File: src/rtl/branch_pc_unit.sv
// Fetch program counter with branch redirect and wrong-path flush sequencing.
// A taken branch loads the target and holds oFlush for FLUSH_CYCLES unstalled cycles.
module branch_pc_unit #(
   parameter int ADDR_WIDTH   = 10,
   parameter int RESET_PC     = 0,
   parameter int FLUSH_CYCLES = 2
) (
   input  logic                  Clock,
   input  logic                  Reset,
   input  logic                  iStall,
   input  logic                  iBranchValid,
   input  logic                  iBranchTaken,
   input  logic                  iRelative,
   input  logic [ADDR_WIDTH-1:0] iBranchPC,
   input  logic [ADDR_WIDTH-1:0] iOffset,
   output logic [ADDR_WIDTH-1:0] oPC,
   output logic                  oFlush,
   output logic                  oRedirect
);

   typedef enum logic {
      RUN,
      FLUSH
   } state_t;

   localparam logic [ADDR_WIDTH-1:0] PC_INIT  = ADDR_WIDTH'(RESET_PC);
   localparam logic [2:0]            CNT_INIT = 3'(FLUSH_CYCLES - 1);

   state_t                  r_state;
   state_t                  w_stateNext;
   logic [ADDR_WIDTH-1:0]   r_pc;
   logic [ADDR_WIDTH-1:0]   w_pcNext;
   logic [2:0]              r_cnt;
   logic [2:0]              w_cntNext;
   logic                    r_flush;
   logic                    w_flushNext;
   logic                    r_redirect;
   logic                    w_redirectNext;
   logic                    w_taken;
   logic [ADDR_WIDTH-1:0]   w_target;
   logic [ADDR_WIDTH-1:0]   w_pcInc;

   // Target arithmetic wraps modulo 2^ADDR_WIDTH; the carry is simply dropped.
   assign w_taken  = iBranchValid & iBranchTaken;
   assign w_target = iRelative ? (iBranchPC + iOffset) : iOffset;
   assign w_pcInc  = r_pc + 1'b1;

   always_ff @(posedge Clock or negedge Reset) begin
      if (!Reset) begin
         r_state    <= RUN;
         r_pc       <= PC_INIT;
         r_cnt      <= 3'd0;
         r_flush    <= 1'b0;
         r_redirect <= 1'b0;
      end else begin
         r_state    <= w_stateNext;
         r_pc       <= w_pcNext;
         r_cnt      <= w_cntNext;
         r_flush    <= w_flushNext;
         r_redirect <= w_redirectNext;
      end
   end

   // A redirect in RUN beats a stall; in FLUSH a stall freezes everything.
   always_comb begin
      w_stateNext    = r_state;
      w_pcNext       = r_pc;
      w_cntNext      = r_cnt;
      w_flushNext    = r_flush;
      w_redirectNext = 1'b0;
      unique case (r_state)
         RUN: begin
            w_flushNext = 1'b0;
            if (w_taken) begin
               w_pcNext       = w_target;
               w_redirectNext = 1'b1;
               w_flushNext    = 1'b1;
               w_cntNext      = CNT_INIT;
               w_stateNext    = FLUSH;
            end else if (!iStall) begin
               w_pcNext = w_pcInc;
            end
         end
         FLUSH: begin
            w_flushNext = 1'b1;
            if (!iStall) begin
               w_pcNext = w_pcInc;
               if (r_cnt == 3'd0) begin
                  w_stateNext = RUN;
                  w_flushNext = 1'b0;
               end else begin
                  w_cntNext = r_cnt - 3'd1;
               end
            end
         end
         default: begin
            w_stateNext = RUN;
            w_flushNext = 1'b0;
         end
      endcase
   end

   assign oPC       = r_pc;
   assign oFlush    = r_flush;
   assign oRedirect = r_redirect;

endmodule
File: config.mk
export PLATFORM = sky130hd
export DESIGN_NAME = branch_pc_unit
export DESIGN_NICKNAME = d
export VERILOG_FILES = /design/src/rtl/branch_pc_unit.sv
export SDC_FILE = /design/constraint.sdc
export NUM_CORES = 1
export LEC_CHECK = 0
export BUFFER_PORTS_ARGS = -buffer_cell sky130_fd_sc_hd__buf_2
export CAP_MARGIN = 20
export CORE_ASPECT_RATIO = 0.75
export CORE_MARGIN = 3
export CORE_UTILIZATION = 35
export CTS_BUF_LIST = sky130_fd_sc_hd__clkbuf_8
export CTS_CLUSTER_DIAMETER = 60
export DETAILED_ROUTE_END_ITERATION = 8
export PLACE_DENSITY = 0.57
export SLEW_MARGIN = 10
export SYNTH_ARGS = -nofsm -noshare
export SYNTH_HDL_FRONTEND = slang
export SYNTH_SLANG_ARGS = --single-unit
export TNS_END_PERCENT = 10
File: constraint.sdc
create_clock -name Clock -period 1.55 [get_ports Clock]
set_input_delay 0.2325 -clock Clock [delete_from_list [all_inputs] [get_ports Clock]]
set_output_delay 0.2325 -clock Clock [all_outputs]
set_load 0.02 [all_outputs]
==> impl_metrics.yaml <==
final_layout:
  design.final.nets: 250
  most_frequent_cells_in_the_layout: "sky130_fd_sc_hd__buf_4 (35), sky130_fd_sc_hd__buf_2 (33), sky130_fd_sc_hd__dfrtp_1 (15)"
  ff_latch_area_um2: 375
  fillers: 292
  syn_to_final_growth_pct: 52.8
  antenna_cells: 0
  layout-drive-gt1-share: 0.429
  multi_input_area_um2: 892
  layout.cells.most_common: "sky130_fd_sc_hd__buf_4"
synthesis:
  cell_area_after_synthesis_um2: 1230
  synth-edff-count: 0
  syn_inst: 137
  postSynthNetCount: 176
  synth.avg_cell_area_um2: 8.99
  synth_top_flop_cell: "sky130_fd_sc_hd__dfrtp_1"
  synth.yosys.warnings: 0
  number_of_distinct_library_cell_variants_in_the_gate_level_netlist_after_synthesis: 34
  async_flop_share: 1.00
  yosys_register_bits: 15
  synth_seq_area_share: 0.305
clocking:
  clk_latency_ns: 0.26
  cts_tree: "done"
  clock_tree.buffer_depth: 2
  tritoncts.num_buffers: 3
  cts.root.buffer_cell: "sky130_fd_sc_hd__clkbuf_8"
  h-tree-depth: 1
  cts.sinks: 15
  cts.clk_slew.worst_paths_ns: 0.07
hold_path:
  hold-path-cell-count: 3
  hp-start: "iOffset[9]"
  hp-class: "input pin to flop"
  hold_end: "oPC[9]$_DFF_PN0_"
sta:
  hold_viol_final: 0
  finalSetupViolations: 3
  slew_viol_final: 0
  clock-skew-final_ns: 0.00532
  slew_headroom: 0.766
  setup_slack_ns: -0.189
  timing.final.crit_share: 1.12
  final_period_minus_worst_setup_slack_ns: 1.74
  worst-slew-pin-transition_ns: 0.351
  timing.setup.tns_ns: -0.355
  fin_worst_hold_slack_ns: 0.298
  rsz0062_at_grt: "true"
  maxClockFrequency_ghz: 0.575
floorplanning:
  ioPinCount: 38
  initial_utilization: 0.391
  dieWidth_um: 74.5
  fp.dieArea_um2: 4270
  chipHeight_um: 57.4
  rows: 17
  placeableCoreArea_um2: 3150
routing:
  routed_wirelength_um: 3350
  drt_pass1_iterations: 4
  dr.first_iter.drc_count: 48
  detailroute.via_count: 1271
  route.detailed.drc: 0
  final_antenna_net_count: 0
  via_per_inst: 5.13
  detail_route.wl_per_cell_um: 13.5
status:
  status: "finished, violations left"
  violations_in_the_final_reports: "setup timing"
job:
  cap_viol_max_count: 0
critical_path:
  required_time_reported_for_the_critical_path_endpoint_ns: 1.72
  critical_path_fanouts_max: 3
  worst_setup_path_startpoint: "iOffset[1]"
  worst_r2r_src: "oPC[2]$_DFF_PN0_"
  critical_path_class: "input pin to flop"
  r2r_slack_ns: -0.17
  setup.worst_path.end_class: "flop"
  wp_data_arrival_ns: 1.90
  rr_worst_depth: 6
  critPathLaunchType: "input pin"
  r2r_end: "oPC[9]$_DFF_PN0_"
placed_design:
  routabilityCongestion: 0.808
  placement.io_buffers: 37
  place.detailed.hpwl_um: 2690
grt:
  overflow: 0
  vias_in_the_first_global_route: 1263
  gr-usage-all-layers: 0.166
  grt_antenna_before_repair: 0
  largest_net_degree_at_the_start_of_global_routing: 16
  grt_pass1_wl_um: 5570
power:
  vdd_ir_drop_max_v: 0.000685
  power.density_cell_area_nw_per_um2: 1330
  p_leak_nw: 0.934
==> cells by family after synthesis <==
family | share of synthesized area
AO/OA/AOI/OAI | 0.202
XOR/XNOR | 0.107
adder cells (fa/ha/maj) | 0.138
buffers and inverters | 0.0335
flip-flops | 0.305
multiplexers | 0.0488
AND/OR/NAND/NOR | 0.166
==> per-layer routing <==
layer  global-route usage  vias up  share of wire
li1                     -      643              -
met1                0.221      586           0.48
met2                0.270       39           0.45
met3               0.0493        3          0.069
met4               0.0228        0         0.0033
met5                    0        -              0
==> per-stage QoR <==
stage          setup slack (ns)  instances  utilization  area (um^2)  power [mW]
3_3_place_gp             -0.458        242        0.551         1740        2.09
2_1_floorplan            -0.255        137            -         1260        1.54
6_report                 -0.189        248        0.598         1880        2.51
4_1_cts                  -0.153        248        0.580         1830        2.50
5_1_grt                  -0.271        248        0.598         1880        2.72
3_5_place_dp             -0.499        242        0.551         1740        2.14
==> synth_stat cells (2+ instances only) <==
master                     instances  share of area
sky130_fd_sc_hd__nor2_1            6          0.018
sky130_fd_sc_hd__mux2i_1           6          0.049
sky130_fd_sc_hd__nand4_1           4          0.020
sky130_fd_sc_hd__xnor2_1          10          0.071
sky130_fd_sc_hd__dfrtp_1          15           0.30
sky130_fd_sc_hd__nand2_1          14          0.043
sky130_fd_sc_hd__xor2_1            5          0.036
sky130_fd_sc_hd__inv_1             7          0.021
sky130_fd_sc_hd__nand3_1           3          0.012
sky130_fd_sc_hd__a21oi_1           7          0.028
sky130_fd_sc_hd__ha_1             12           0.12
sky130_fd_sc_hd__nor3_1            5          0.020
sky130_fd_sc_hd__clkbuf_1          4          0.012
sky130_fd_sc_hd__o21a_1            2          0.012
sky130_fd_sc_hd__a21o_1            6          0.037
sky130_fd_sc_hd__nor2b_1           4          0.020
sky130_fd_sc_hd__a31oi_1           2          0.010
sky130_fd_sc_hd__o31ai_1           3          0.018
sky130_fd_sc_hd__o21ai_0           6          0.024
sky130_fd_sc_hd__a22o_1            2          0.014
==> how the worst max path moves through the flow <==
stage	endpoint	slack, ns	depth (start not counted)
final	oPC[9]$_DFF_PN0_	-0.19	8
after global routing	oPC[9]$_DFF_PN0_	-0.27	8
after CTS	oPC[8]$_DFF_PN0_	-0.15	9
after detailed placement	oPC[8]$_DFF_PN0_	-0.50	9
after global placement	oPC[8]$_DFF_PN0_	-0.46	9
after floorplan	oPC[8]$_DFF_PN0_	-0.26	8
==> flip-flops by register name, summed over array words and instances, names as in the netlist <==
name	cells
oPC	10
oFlush	1
oRedirect	1
r_cnt	3
==> timing repair <==
action,4_1_cts,5_1_grt
setup buffers,1,0
endpoints found under the hold margin,15,0
hold buffers,1,0
setup endpoints to repair,4,4
pin swaps,10,9
resized for setup,7,11
==> area by class of cell <==
class | instances | area share
flip-flops and latches | 15 | 0.199
inverters | 7 | 0.0140
clock inverters | 1 | 0.00266
well taps | 38 | 0.0253
multi-input cells | 111 | 0.474
repair buffers | 73 | 0.263
clock buffers | 3 | 0.0219
==> where the power goes <==
group	leakage [nW]	total, mW	internal (mW)	switching [mW]
registers	0.180	0.693	0.574	0.120
logic	0.729	1.48	0.705	0.778
clock network	0.0255	0.332	0.179	0.154
==> critical path, cell delays in order <==
cell	delay (ns)
sky130_fd_sc_hd__buf_8	0.11
sky130_fd_sc_hd__ha_4	0.25
sky130_fd_sc_hd__a21o_1	0.12
sky130_fd_sc_hd__nand4_1	0.17
sky130_fd_sc_hd__a21oi_2	0.23
sky130_fd_sc_hd__nor3_2	0.07
sky130_fd_sc_hd__or4_1	0.50
sky130_fd_sc_hd__a31oi_1	0.22
No activity file was read; power rests on OpenSTA's default activity.
